===== src/rtl/parity_pkg.sv =====
// ============================================================================
// parity_pkg : shared types and line-level constants for the parity link
// Rev 1.0 : initial release
// ============================================================================
`default_nettype none

package parity_pkg;

    typedef enum logic [2:0] {
        IDLE  = 3'd0,
        DATA  = 3'd1,
        PAR   = 3'd2,
        STOP  = 3'd3,
        BREAK = 3'd4
    } rx_state_t;

    localparam logic IDLE_LEVEL  = 1'b1;
    localparam logic START_LEVEL = 1'b0;
    localparam logic STOP_LEVEL  = 1'b1;

    localparam int ERRCNT_W = 8;

endpackage

`default_nettype wire


===== src/rtl/parity_acc.sv =====
// ============================================================================
// parity_acc : 1-bit XOR accumulator with synchronous clear and enable
// Rev 1.0 : initial release
// ============================================================================
`default_nettype none

module parity_acc (
    input  logic clk,
    input  logic rst_n,
    input  logic clr_i,
    input  logic en_i,
    input  logic d_i,
    output logic acc_o
);

    logic acc_q;
    logic acc_d;

    // Clear wins over enable so a new frame always starts from zero parity.
    always_comb begin
        acc_d = acc_q;
        if (clr_i) begin
            acc_d = 1'b0;
        end else if (en_i) begin
            acc_d = acc_q ^ d_i;
        end
    end

    always_ff @(posedge clk or negedge rst_n) begin
        if (!rst_n) begin
            acc_q <= 1'b0;
        end else begin
            acc_q <= acc_d;
        end
    end

    assign acc_o = acc_q;

endmodule

`default_nettype wire


===== src/rtl/parity_rx.sv =====
// ============================================================================
// parity_rx : serial start/data/parity/stop receiver with even-parity check
// Optional error counter output enabled by PARITY_RX_ERRCNT_EN.  Rev 1.0
// ============================================================================
`default_nettype none

module parity_rx
    import parity_pkg::*;
#(
    parameter int DATA_W = 8
) (
    input  logic              clk,
    input  logic              rst_n,
    input  logic              bit_en_i,
    input  logic              rxd_i,
    output logic [DATA_W-1:0] data_o,
    output logic              valid_o,
    input  logic              ready_i,
    output logic              perr_o,
    output logic              ferr_o,
    output logic              ovr_o
`ifdef PARITY_RX_ERRCNT_EN
   ,output logic [ERRCNT_W-1:0] err_cnt_o
`endif
);

    localparam int              CNT_W    = (DATA_W > 1) ? $clog2(DATA_W) : 1;
    localparam logic [CNT_W-1:0] CNT_LAST = CNT_W'(DATA_W - 1);

    rx_state_t          state_q, state_d;
    logic [CNT_W-1:0]   cnt_q, cnt_d;
    logic [DATA_W-1:0]  shift_q, shift_d;
    logic [DATA_W-1:0]  shift_nxt;
    logic               acc_clr, acc_en, acc;
    logic               load;

    logic [DATA_W-1:0]  data_q, data_d;
    logic               valid_q, valid_d;
    logic               perr_q, perr_d;
    logic               ferr_q, ferr_d;
    logic               ovr_q, ovr_d;
    logic               hs;

    // Bits arrive LSB first, so each new bit enters at the MSB and slides down.
    generate
        if (DATA_W == 1) begin : g_shift_w1
            assign shift_nxt = rxd_i;
        end else begin : g_shift_wn
            assign shift_nxt = {rxd_i, shift_q[DATA_W-1:1]};
        end
    endgenerate

    parity_acc u_acc (
        .clk   (clk),
        .rst_n (rst_n),
        .clr_i (acc_clr),
        .en_i  (acc_en),
        .d_i   (rxd_i),
        .acc_o (acc)
    );

    always_comb begin
        state_d = state_q;
        cnt_d   = cnt_q;
        shift_d = shift_q;
        acc_clr = 1'b0;
        acc_en  = 1'b0;
        load    = 1'b0;
        if (bit_en_i) begin
            case (state_q)
                IDLE: begin
                    if (rxd_i == START_LEVEL) begin
                        state_d = DATA;
                        cnt_d   = '0;
                        acc_clr = 1'b1;
                    end
                end
                DATA: begin
                    shift_d = shift_nxt;
                    acc_en  = 1'b1;
                    cnt_d   = cnt_q + 1'b1;
                    if (cnt_q == CNT_LAST) begin
                        state_d = PAR;
                    end
                end
                PAR: begin
                    acc_en  = 1'b1;
                    state_d = STOP;
                end
                STOP: begin
                    load    = 1'b1;
                    state_d = (rxd_i == STOP_LEVEL) ? IDLE : BREAK;
                end
                BREAK: begin
                    if (rxd_i == IDLE_LEVEL) begin
                        state_d = IDLE;
                    end
                end
                default: state_d = IDLE;
            endcase
        end
    end

    assign hs = valid_q & ready_i;

    // A load always wins over a handshake; overrun only when the old word is lost.
    always_comb begin
        data_d  = data_q;
        perr_d  = perr_q;
        ferr_d  = ferr_q;
        valid_d = valid_q;
        ovr_d   = ovr_q;
        if (load) begin
            data_d  = shift_q;
            perr_d  = acc;
            ferr_d  = (rxd_i != STOP_LEVEL);
            valid_d = 1'b1;
        end else if (hs) begin
            valid_d = 1'b0;
        end
        if (load && valid_q && !ready_i) begin
            ovr_d = 1'b1;
        end else if (hs) begin
            ovr_d = 1'b0;
        end
    end

    always_ff @(posedge clk or negedge rst_n) begin
        if (!rst_n) begin
            state_q <= IDLE;
            cnt_q   <= '0;
            shift_q <= '0;
            data_q  <= '0;
            valid_q <= 1'b0;
            perr_q  <= 1'b0;
            ferr_q  <= 1'b0;
            ovr_q   <= 1'b0;
        end else begin
            state_q <= state_d;
            cnt_q   <= cnt_d;
            shift_q <= shift_d;
            data_q  <= data_d;
            valid_q <= valid_d;
            perr_q  <= perr_d;
            ferr_q  <= ferr_d;
            ovr_q   <= ovr_d;
        end
    end

    assign data_o  = data_q;
    assign valid_o = valid_q;
    assign perr_o  = perr_q;
    assign ferr_o  = ferr_q;
    assign ovr_o   = ovr_q;

`ifdef PARITY_RX_ERRCNT_EN
    logic [ERRCNT_W-1:0] err_cnt_q, err_cnt_d;

    always_comb begin
        err_cnt_d = err_cnt_q;
        if (load && (acc || (rxd_i != STOP_LEVEL)) && (err_cnt_q != '1)) begin
            err_cnt_d = err_cnt_q + 1'b1;
        end
    end

    always_ff @(posedge clk or negedge rst_n) begin
        if (!rst_n) begin
            err_cnt_q <= '0;
        end else begin
            err_cnt_q <= err_cnt_d;
        end
    end

    assign err_cnt_o = err_cnt_q;
`endif

endmodule

`default_nettype wire

===== config.mk =====
export PLATFORM = sky130hd
export DESIGN_NAME = parity_rx
export DESIGN_NICKNAME = d
export VERILOG_FILES = /design/src/rtl/parity_pkg.sv /design/src/rtl/parity_acc.sv /design/src/rtl/parity_rx.sv
export SDC_FILE = /design/constraint.sdc
export NUM_CORES = 1
export LEC_CHECK = 0
export BUFFER_PORTS_ARGS = -buffer_cell sky130_fd_sc_hd__buf_4
export CAP_MARGIN = 20
export CORE_MARGIN = 3
export CORE_UTILIZATION = 55
export DETAILED_ROUTE_END_ITERATION = 8
export HOLD_SLACK_MARGIN = 0.05
export PLACE_DENSITY = 0.77
export SYNTH_ARGS = -nofsm -noshare
export SYNTH_HDL_FRONTEND = slang
export SYNTH_SLANG_ARGS = --single-unit

===== constraint.sdc =====
create_clock -name clk -period 1.9 [get_ports clk]
set_input_delay 0.095 -clock clk [delete_from_list [all_inputs] [get_ports clk]]
set_output_delay 0.095 -clock clk [all_outputs]
set_load 0.02 [all_outputs]

* Word level (Yosys, flattened, before mapping)
Index checks and enable logic that the tools add are counted.
Word-level totals: register bits after elaboration 27, input port bits 5, output and inout port bits 12, word-level logic and storage cells 52
Operators by class: add/sub/neg operators 1, equality and inequality tests 8, multiplexer cells 19, bitwise logic cells 3, reductions and logical operators 12
Operators by type and width (count):
- $mux 3 | 5
- $pmux 3 s5 | 1
- $mux 1 | 12
- $reduce_bool 2->1 | 4
- $eq 3x2->1 const B | 2
- $eq 3x3->1 const B | 2
- $ne 2x2->1 const B | 3
- $pmux 3 s2 | 1
- $reduce_and 4->1 | 1
- $add 3x1->3 const B | 1
- $eq 3x1->1 const B | 1
- $logic_not 3->1 | 1
- $reduce_and 3->1 | 1
- $logic_and 1x1->1 | 2
- $reduce_and 2->1 | 1
- $reduce_or 2->1 | 1
- $and 1x1->1 | 1
- $logic_not 1->1 | 1
- $not 1->1 | 1
- $xor 1x1->1 | 1

* Logic depth before layout (Yosys ltp)
Gate-level depths: netlist (run 1).
word-level depth 6, mapped depth 5, depth with buffers taken out 5

* Modules after synthesis
A second synthesis (run 1) with hierarchy kept.
Second synthesis, totals: cell total of the unflattened synthesis 84, area total of the unflattened synthesis 1146.1 µm²
By module, submodules not included:
- parity_rx | instances 1, cells an instance 80, area each 1094.8 µm²
- parity_acc | instances 1, cells an instance 4, area each 51.3 µm²

* Least setup slack after synthesis (run 1)
Ideal clock, no wire load.
path kind flip-flop to flip-flop, start register state_q[0], end register shift_q[0], arrival time 1246 ps, required time 1775 ps, slack 529 ps, stages on the path, launching flop included 5, path buffers 1, clock period less this slack 1371 ps, cells stage by stage dfrtp_1 -> buf_6 -> inv_2 -> nor3_4 -> mux2_2
Between the ends: cells in the longest elaborated chain, start to end 2
Ends and longest elaborated chain:
- start, declared | RTL line parity_rx.sv:30 | rx_state_t state_q, state_d;
- start signal, assigned | RTL line parity_rx.sv:139 | state_q <= state_d;
- $eq 3x1->1 | RTL line parity_rx.sv:70 | case (state_q)
- $reduce_and 2->1 (no line)
- end signal, assigned | RTL line parity_rx.sv:141 | shift_q <= shift_d;
- end, declared | RTL line parity_rx.sv:32 | logic [DATA_W-1:0] shift_q, shift_d;
No other way between the ends. A chain may end at the register's enable or synchronous reset.

* Worst setup path after layout (run 1)
start register state_q[1], end register shift_q[4]
Same word-level chain as after synthesis.

==> impl_metrics.py, run 1 <==
metrics = {
    "yosys": {
        "synth_nets": 97,
        "synth_top_area_share_pct": 56.1,
        "ys_types": 25,
        "synth_area_leaders": "dfrtp_1, mux2_2, o21ai_0, ha_1, nand4b_4",
        "synth.avg_cell_area_um2": 13.4,
        "synth_warnings": 0,
        "synth-seq-cells": 27,
        "ys_seq_area_share_pct": 56.1,
        "syn_area_mm2": 0.00120,
        "yosysTopAreaCell": "dfrtp_1",
        "syn_inst": 90,
    },
    "drt": {
        "drt_iter0_drc": 26,
        "drc_errors": 0,
        "wirelength_um": 2090,
        "num_vias": 747,
        "via_per_inst": 5.41,
        "wl_per_cell_um": 15.2,
        "firstDrtPassIters": 4,
        "antenna_left": 0,
    },
    "floorplan": {
        "die_w_um": 52.8,
        "rows": 16,
        "start_util_pct": 59.5,
        "io_pins": 17,
        "fp.dieH_um": 52.8,
        "die_area_mm2": 0.00279,
        "core-area_mm2": 0.00202,
    },
    "clock_network": {
        "clk_pin_slew_ps": 150,
        "cts_max_level": 1,
        "cts_tree": "done",
        "root_buffer": "clkbuf_4",
        "clock_sinks": 27,
        "clock_path_buffers": 2,
        "clock_latency_ps": 320,
        "cts_buffers": 3,
        "cts.repair.resized": 0,
    },
    "worst_setup_path": {
        "critPathTopFamily": "simple AND/OR/NAND/NOR gates",
        "crit_path_max_incr_delay_ps": 420,
        "critPathArrivalTime_ps": 1710,
        "cp-start-kind": "register",
        "critical_path_buf_inv_count": 0,
        "critical-path-slowest-cell": "dfrtp_1",
        "crit_chain": "nand2b_2 -> nor3_4 -> mux2_2",
        "worstPathRequired_ps": 2130,
        "path_max_fanout": 9,
        "critical_path_class": "reg2reg",
        "end_kind": "register",
    },
    "hold_path": {
        "hold_path.class": "in2async",
    },
    "finish": {
        "multi_input_area_um2": 469,
        "layout_common_cells": "dfrtp_1, mux2_2, buf_4",
        "fin_util_pct": 69.6,
        "drive_gt1_share_pct": 42.3,
        "design_area_mm2": 0.00141,
        "antenna_cells": 0,
        "instances_no_fill": 138,
        "seqCellArea_um2": 676,
        "final_common_cell": "dfrtp_1",
        "syn2layout_area_growth_pct": 16.8,
        "final_nets": 119,
        "fill_cells": 158,
    },
    "flow_run": {
        "cap_violations": 0,
    },
    "sta": {
        "worstMarginPinSlew_ps": 414,
        "rsz0062_at_grt": "false",
        "period_minus_slack_ps": 1480,
        "hold_viol": 0,
        "period_share_pct": 78.0,
        "max_slew_margin_pct": 72.3,
        "maxSlewViolCount": 0,
        "fin_skew_ps": 3.36,
        "max_freq_ghz": 0.675,
        "finalSetupViolCount": 0,
        "setup_tns_ps": 0,
    },
    "run_status": {
        "outcome": "completed",
    },
    "grt": {
        "antenna_found_initial": 0,
        "grt_max_degree": 28,
        "grt_pass1_vias": 744,
        "overflow": 0,
        "grt_pass1_wl_um": 3460,
        "grt_usage_pct": 18.0,
    },
    "pwr": {
        "powerDensity_mw_per_mm2": 1500,
        "total_leakage_power_uw": 0.000689,
        "vdd.ir_drop.worst_v": 0.000827,
    },
    "placement": {
        "postPlaceCellArea_mm2": 0.00134,
        "numPortBuffers": 16,
        "gp_congestion": 0.844,
        "post-dp-hpwl_um": 1440,
        "dp_cells": 130,
    },
}
==> repair_timing <==
| action | CTS | global route |
|---|---|---|
| buffers inserted | 0 | 0 |
| hold buffers | 4 | 0 |
| hold endpoints to repair | 32 | 0 |
==> worst reg2reg max path: stages, from the launching register on <==
cell	delay, ps
dfrtp_1	420
nand2b_2	230
nor3_4	350
mux2_2	400
==> power breakdown <==
| part | total [uW] | switching (uW) | internal [uW] |
|---|---|---|---|
| registers | 971 | 160 | 812 |
| clock network | 257 | 176 | 80.4 |
| logic | 883 | 420 | 463 |
| total | 2110 | 757 | 1350 |
==> worst paths after layout <==
path | start | to | slack, ps | cells after the start
setup / recovery | state_q[1]$_DFFE_PN0P_ | shift_q[4]$_DFFE_PN0P_ | 420 | 3
hold / removal | rst_n | u_acc.acc_o$_DFFE_PN0P_ | 180 | 2
setup reg to reg | state_q[1]$_DFFE_PN0P_ | shift_q[4]$_DFFE_PN0P_ | 420 | 3
hold reg to reg | valid_o$_DFFE_PN0P_ | ovr_o$_DFFE_PN0P_ | 490 | 1
max in group asynchronous | rst_n | shift_q[2]$_DFFE_PN0P_ | 1460 | 2
min in group clk | ready_i | ovr_o$_DFFE_PN0P_ | 480 | 3
==> registers in the layout, indices dropped and copies added (netlist names) <==
signal / flops
data_o: 8
shift_q: 8
cnt_q: 3
state_q: 3
ferr_o: 1
ovr_o: 1
perr_o: 1
u_acc.acc_o: 1
valid_o: 1
==> per-layer routing <==
metal / up-vias / track usage (%) / wire length, um
met4: 0 / 10.2 / 25
met3: 2 / 2.56 / 73
li1: 361 / - / -
met5: - / 0 / 0
met2: 14 / 30.4 / 1060
met1: 370 / 21.6 / 930
==> through the flow <==
step / hold WS [ps] / setup slack [ps] / power [uW]
5_1_grt: 188 / 352 / 2270
6_report: 185 / 419 / 2110
3_3_place_gp: 23.9 / 488 / 1810
3_5_place_dp: 22.5 / 457 / 1870
4_1_cts: 192 / 430 / 2130
2_1_floorplan: -201 / 529 / 1580
==> logic make-up after synthesis <==
kind of cell,synth area share [%]
DFF,56.1
muxes,19.4
and+or+nand+nor,9.88
AOI/OAI and AO/OA,7.59
buffers and inverters,4.89
adders and majority gates,2.08
==> cell type report <==
| class | instances | area share [%] |
|---|---|---|
| repair buffers | 22 | 12.5 |
| flip-flops and latches | 27 | 48.0 |
| clock inverters | 1 | 0.534 |
| clock buffers | 3 | 1.60 |
| well taps | 27 | 2.40 |
| multi-input cells | 52 | 33.4 |
| inverters | 6 | 1.60 |
==> Yosys cell counts <==
cell type,count
mux2i_1,2
nand2_1,5
nand3b_1,2
o21ai_0,6
nor3_4,1
nor2_1,2
nor3_1,2
and4b_1,1
inv_1,5
inv_2,1
mux2_2,19
nand2b_2,1
clkbuf_1,1
o22ai_1,1
buf_2,2
a211o_2,1
buf_6,2
dfrtp_1,27
nand4b_4,1
o221a_2,1
a2bb2oi_1,2
a211oi_1,1
ha_1,2
a211o_1,1
nor4b_1,1
Note: power is estimated with default switching activity, not from simulation.
==> inputs of run 2 (changes only) <==
--- a/config.mk
+++ b/config.mk
@@ -5,6 +5,7 @@
 export SDC_FILE = /design/constraint.sdc
 export NUM_CORES = 1
 export LEC_CHECK = 0
+export ABC_AREA = 1
 export BUFFER_PORTS_ARGS = -buffer_cell sky130_fd_sc_hd__buf_4
 export CAP_MARGIN = 20
 export CORE_MARGIN = 3
==> constraint.sdc (replaced) <==
create_clock -name clk -period 1.5 [get_ports clk]
set_input_delay 0.075 -clock clk [delete_from_list [all_inputs] [get_ports clk]]
set_output_delay 0.075 -clock clk [all_outputs]
set_load 0.02 [all_outputs]
==> run 2 against run 1 <==
Cell area is 2.1% higher. Area after synthesis up 6.1%. Global-route usage grew 1.8 points. Largest cell class unchanged. First-iteration DRC count shrank 46%. Worst hold slack lost 110 ps. Flip-flop and latch count is the same. Maximum frequency rose by 14%. Critical endpoint is now ferr_o$_DFFE_PN0P_.
==> impl_metrics.py, run 2 <==
metrics = {
    "run_status": {
        "outcome": "completed",
    },
    "finish": {
        "layout_common_cells": "nand2_1, dfrtp_1, buf_4",
        "final_common_cell": "nand2_1",
        "syn2layout_area_growth_pct": 12.4,
        "antenna_cells": 0,
        "drive_gt1_share_pct": 24.5,
        "final_nets": 167,
    },
    "floorplan": {
        "fp.dieH_um": 54.2,
        "io_pins": 17,
        "die_area_mm2": 0.00294,
        "die_w_um": 54.2,
        "rows": 16,
        "start_util_pct": 61.4,
        "core-area_mm2": 0.00208,
    },
    "sta": {
        "finalSetupViolCount": 0,
        "worstMarginPinSlew_ps": 396,
        "max_freq_ghz": 0.771,
        "rsz0062_at_grt": "false",
        "setup_tns_ps": 0,
        "period_share_pct": 86.5,
        "period_minus_slack_ps": 1300,
        "hold_viol": 0,
        "max_slew_margin_pct": 73.6,
        "maxSlewViolCount": 0,
        "fin_skew_ps": 6.97,
    },
    "yosys": {
        "synth_edf_count": 0,
        "syn_area_mm2": 0.00128,
        "synth-seq-cells": 27,
        "yosysTopAreaCell": "dfrtp_1",
        "synth_nets": 148,
        "synth.mux.area_fraction_pct": 0,
        "synth_area_leaders": "dfrtp_1, nand2_1, o21ai_2, o21ai_1, inv_1",
        "synthSimpleGateAreaFrac_pct": 24.3,
        "synthArstFlopShare_pct": 100,
        "ys_seq_area_share_pct": 52.9,
        "synthFlopType": "dfrtp_1",
        "synth_top_area_share_pct": 52.9,
        "synth_fa_ha_area_share_pct": 1.96,
        "synth-xor-area-share_pct": 0.686,
        "ys_types": 24,
        "synth_warnings": 0,
        "synth_common_cells": "nand2_1, dfrtp_1, inv_1, o21ai_1, nand3_1",
        "synth-compound-area-share_pct": 12.2,
        "synth.avg_cell_area_um2": 9.06,
        "syn_inst": 141,
        "yosysMostFrequentCell": "nand2_1",
        "synth_top_family_by_area": "simple AND/OR/NAND/NOR gates",
    },
    "grt": {
        "grt_pass1_wl_um": 4140,
        "grt_max_degree": 28,
        "overflow": 0,
        "grt_usage_pct": 19.8,
        "antenna_found_initial": 0,
        "grt_pass1_vias": 906,
    },
    "drt": {
        "drt_iter0_drc": 14,
        "wirelength_um": 2290,
        "drc_errors": 0,
        "firstDrtPassIters": 4,
        "via_per_inst": 5.09,
        "num_vias": 946,
        "antenna_left": 0,
        "wl_per_cell_um": 12.3,
    },
    "worst_setup_path": {
        "critPathTopFamily": "simple AND/OR/NAND/NOR gates",
        "critical-path-slowest-cell": "dfrtp_1",
        "critical_path_class": "reg2reg",
        "critical_path_buf_inv_count": 2,
        "crit_path_max_incr_delay_ps": 440,
        "r2r_start": "state_q[0]$_DFFE_PN0P_",
        "r2r_end": "ferr_o$_DFFE_PN0P_",
        "critPathArrivalTime_ps": 1560,
        "path_max_fanout": 20,
        "crit_chain": "inv_2 -> nor2_2 -> nand3_2 -> inv_2 -> nand2_1 -> nand2_1",
        "r2r_cells": 6,
        "end_kind": "register",
        "cp-start-kind": "register",
        "worstPathRequired_ps": 1760,
        "ff2ff_setup_slack_ps": 200,
    },
    "hold_path": {
        "hold_path_end": "u_acc.acc_o$_DFFE_PN0P_",
        "hold_path.class": "in2reg",
        "holdCritStartpoint": "rxd_i",
        "min_path_cells": 4,
    },
    "clock_network": {
        "clk_pin_slew_ps": 130,
        "cts_max_level": 1,
        "clock_path_buffers": 2,
        "cts_buffers": 3,
        "root_buffer": "clkbuf_4",
        "cts.repair.resized": 0,
        "clock_sinks": 27,
        "clock_latency_ps": 320,
        "hold_buffers": 2,
        "cts_tree": "done",
        "post-cts-setup-buffers": 0,
    },
    "pwr": {
        "vdd.ir_drop.worst_v": 0.00119,
        "power_uw": 2860,
        "total_leakage_power_uw": 0.000748,
        "powerDensity_mw_per_mm2": 1990,
    },
    "flow_run": {
        "cap_violations": 0,
    },
    "placement": {
        "numPortBuffers": 16,
        "gp_congestion": 0.813,
        "post-dp-hpwl_um": 1690,
    },
}
==> run 2: cells by family (layout without fill, tap and decap cells) <==
kind of cell / Yosys count / in the layout
AO/OA/AOI/OAI: 24 / 24
XOR/XNOR: 1 / 1
adder cells (fa/ha/maj): 2 / 2
buffers and inverters: 20 / 38
flip-flops: 27 / 27
AND/OR/NAND/NOR: 67 / 67
==> run 2: per-layer routing <==
| metal | up-vias | routed length, um | global-route usage [%] |
|---|---|---|---|
| met4 | 0 | 7 | 3.73 |
| li1 | 488 | - | - |
| met3 | 2 | 145 | 4.99 |
| met5 | - | 0 | 0 |
| met1 | 427 | 1050 | 25.4 |
| met2 | 29 | 1090 | 33.7 |
==> run 2: through the flow <==
step	hold WS (ps)	utilization, %	std cells	worst slack (ps)	instance area [um2]
floorplan	-221	-	141	390	1280
CTS	65.7	69.0	186	193	1440
global route	68.7	69.0	186	8.06	1440
global placement	-3.12	66.8	180	261	1390
finish	78.8	69.0	186	203	1440
detailed placement	3.48	66.8	180	225	1390
==> run 2: tightest hold or removal path, cell delays in order <==
cell	delay (ps)
buf_4	100
xor2_1	60
nand4_1	90
nand2_1	50
==> run 2: cell type report <==
type / instances / area (um2)
inverters: 16 / 60.1
multi-input cells: 94 / 500
flip-flops and latches: 27 / 676
fillers: 178 / 646
repair buffers: 18 / 140
well taps: 27 / 33.8
clock buffers: 4 / 26.3
==> run 2: report_power, final <==
part / total, uW / internal, uW / leakage, uW / switching (uW)
logic: 1340 / 519 / 0.000375 / 818
clock network: 301 / 104 / 0.0000150 / 197
registers: 1220 / 1020 / 0.000358 / 202
==> run 2: how the worst max path moves through the flow <==
stage | startpoint | endpoint | slack (ps) | cells past startpoint
after floorplan | cnt_q[0]$_DFFE_PN0P_ | state_q[2]$_DFFE_PN0P_ | 390 | 7
after global placement | state_q[2]$_DFFE_PN0P_ | state_q[2]$_DFFE_PN0P_ | 260 | 5
after detailed placement | state_q[0]$_DFFE_PN0P_ | ferr_o$_DFFE_PN0P_ | 230 | 6
after CTS | state_q[0]$_DFFE_PN0P_ | ferr_o$_DFFE_PN0P_ | 190 | 6
after global routing | state_q[0]$_DFFE_PN0P_ | ferr_o$_DFFE_PN0P_ | 8 | 6
final | state_q[0]$_DFFE_PN0P_ | ferr_o$_DFFE_PN0P_ | 200 | 6
==> inputs of run 3 (changes only) <==
==> constraint.sdc (replaced) <==
create_clock -name clk -period 1.4 [get_ports clk]
set_input_delay 0.07 -clock clk [delete_from_list [all_inputs] [get_ports clk]]
set_output_delay 0.07 -clock clk [all_outputs]
set_load 0.02 [all_outputs]
==> run 3 against run 2 <==
Maximum frequency grew 0.69%. Clock-buffer cell count is the same. Register-to-register slack lost 90 ps. Highest routed layer unchanged. Combinational power grew 7%. Sequential power grew 7%.
==> impl_metrics.py, run 3 (synthesis results as in run 2) <==
metrics = {
    "worst_setup_path": {
        "crit_start": "state_q[0]$_DFFE_PN0P_",
        "crit_path_max_incr_delay_ps": 450,
        "critical_path_class": "reg2reg",
        "r2r_end": "cnt_q[2]$_DFFE_PN0P_",
        "r2r_cells": 5,
        "r2r_start": "state_q[0]$_DFFE_PN0P_",
        "cp-start-kind": "register",
        "critical-path-slowest-cell": "dfrtp_1",
        "worstPathRequired_ps": 1640,
        "crit_path_end": "cnt_q[2]$_DFFE_PN0P_",
        "critPathArrivalTime_ps": 1530,
        "crit_chain": "nor2_1 -> nand3_1 -> nand3b_4 -> nand2_1 -> o21ai_0",
        "end_kind": "register",
        "path_max_fanout": 6,
        "ff2ff_setup_slack_ps": 110,
    },
    "clock_network": {
        "cts_buffers": 3,
        "clock_latency_ps": 320,
        "clock_path_buffers": 2,
        "post-cts-setup-buffers": 0,
        "cts.repair.resized": 0,
        "clock_sinks": 27,
        "cts_max_level": 1,
        "cts_tree": "done",
        "clk_pin_slew_ps": 130,
        "hold_buffers": 2,
        "root_buffer": "clkbuf_4",
    },
    "floorplan": {
        "fp.dieH_um": 54.2,
        "start_util_pct": 61.4,
        "rows": 16,
        "die_area_mm2": 0.00294,
        "core-area_mm2": 0.00208,
        "die_w_um": 54.2,
        "io_pins": 17,
    },
    "pwr": {
        "p_int_uw": 1770,
        "p_clk_share_pct": 10.7,
        "powerDensity_mw_per_mm2": 2130,
        "switching_share_pct": 42.7,
        "power_uw": 3080,
        "p_switching_uw": 1310,
        "total_leakage_power_uw": 0.000752,
        "comb_power_share_pct": 46.6,
        "vdd.ir_drop.worst_v": 0.00133,
        "seq_power_share_pct": 42.6,
    },
    "finish": {
        "fill_cells": 170,
        "drive_gt1_share_pct": 25.0,
        "syn2layout_area_growth_pct": 13.0,
        "instances_no_fill": 187,
        "final_common_cell": "nand2_1",
        "antenna_cells": 0,
        "fin_util_pct": 69.4,
        "layout_common_cells": "nand2_1, dfrtp_1, buf_4",
        "final_nets": 168,
    },
    "drt": {
        "drt_iter0_drc": 31,
        "drc_errors": 0,
        "via_per_inst": 5.21,
        "antenna_left": 0,
        "wl_per_cell_um": 12.1,
        "firstDrtPassIters": 4,
        "num_vias": 975,
        "wirelength_um": 2270,
    },
    "grt": {
        "grt_usage_pct": 18.7,
        "grt_pass1_wl_um": 3840,
        "grt_max_degree": 28,
        "overflow": 0,
        "grt_util_met2_pct": 32.9,
        "grt_pass1_vias": 888,
        "met1_usage_pct": 20.8,
        "antenna_found_initial": 0,
        "busiest_layer": "met2",
        "globalRouteMet3Util_pct": 6.09,
    },
    "hold_path": {
        "hold_path.class": "in2reg",
        "holdCritStartpoint": "rxd_i",
    },
    "sta": {
        "layout_setup_ws_ps": 112,
        "worstMarginPinSlew_ps": 331,
        "maxSlewViolCount": 0,
        "hold_viol": 0,
        "setup_tns_ps": 0,
        "finalSetupViolCount": 0,
        "fin_skew_ps": 3.19,
        "max_slew_margin_pct": 77.9,
        "period_share_pct": 92.0,
        "rsz0062_at_grt": "false",
        "period_minus_slack_ps": 1290,
        "max_freq_ghz": 0.776,
    },
    "placement": {
        "dp_slack_ps": 171,
        "gp_congestion": 0.828,
        "numPortBuffers": 16,
        "post-dp-hpwl_um": 1660,
        "dp_cells": 181,
    },
    "run_status": {
        "outcome": "completed",
    },
    "flow_run": {
        "cap_violations": 0,
    },
}
[run 3: cell count changes in the layout (fill, tap and decap cells not counted), sizes merged]
| cell | before | now |
|---|---|---|
| buf | 16 | 17 |
[run 3: final cells by class]
cell class / count / area [um2] / share of cell area [%]
sequential: 27 / 676 / 46.8
clock buffer: 4 / 26.3 / 1.82
multi-input combinational: 94 / 500 / 34.7
tap: 27 / 33.8 / 2.34
timing repair buffer: 19 / 148 / 10.2
inverter: 16 / 60.1 / 4.16
[run 3: power groups by stage]
stage / clock, uW / sequential, uW / combinational, uW
2_1_floorplan: 0 / 1460 / 908
3_3_place_gp: 0 / 1310 / 1400
3_5_place_dp: 0 / 1330 / 1440
4_1_cts: 343 / 1320 / 1450
5_1_grt: 375 / 1360 / 1630
6_report: 330 / 1310 / 1440
[run 3: critical path: cells and delay by family (launching register included)]
family / cells / cell delay [ps]
and+or+nand+nor: 4 / 660
AOI/OAI and AO/OA: 1 / 90
DFF: 1 / 450
[run 3: worst min-delay path by stage]
stage | endpoint | cells after the start | slack (ps)
6_report | u_acc.acc_o$_DFFE_PN0P_ | 4 | 60
5_1_grt | u_acc.acc_o$_DFFE_PN0P_ | 4 | 60
4_1_cts | u_acc.acc_o$_DFFE_PN0P_ | 4 | 60
3_5_place_dp | ovr_o$_DFFE_PN0P_ | 1 | -3
3_3_place_gp | data_o[3]$_DFFE_PN0P_ | 1 | -6
2_1_floorplan | cnt_q[0]$_DFFE_PN0P_ | 0 | -230
[run 3: through the flow]
stage	area, um2	hold WS, ps
finish	1440	57.6
detailed placement	1400	-2.51
global placement	1400	-6.13
CTS	1440	55.6
floorplan	1280	-226
global route	1440	59.2
[run 3: routing by layer]
metal | vias to the layer above | part of all wire (%)
met5 | - | 0
met1 | 457 | 44
met3 | 5 | 4.9
met2 | 24 | 49
li1 | 489 | -
met4 | 0 | 1.3
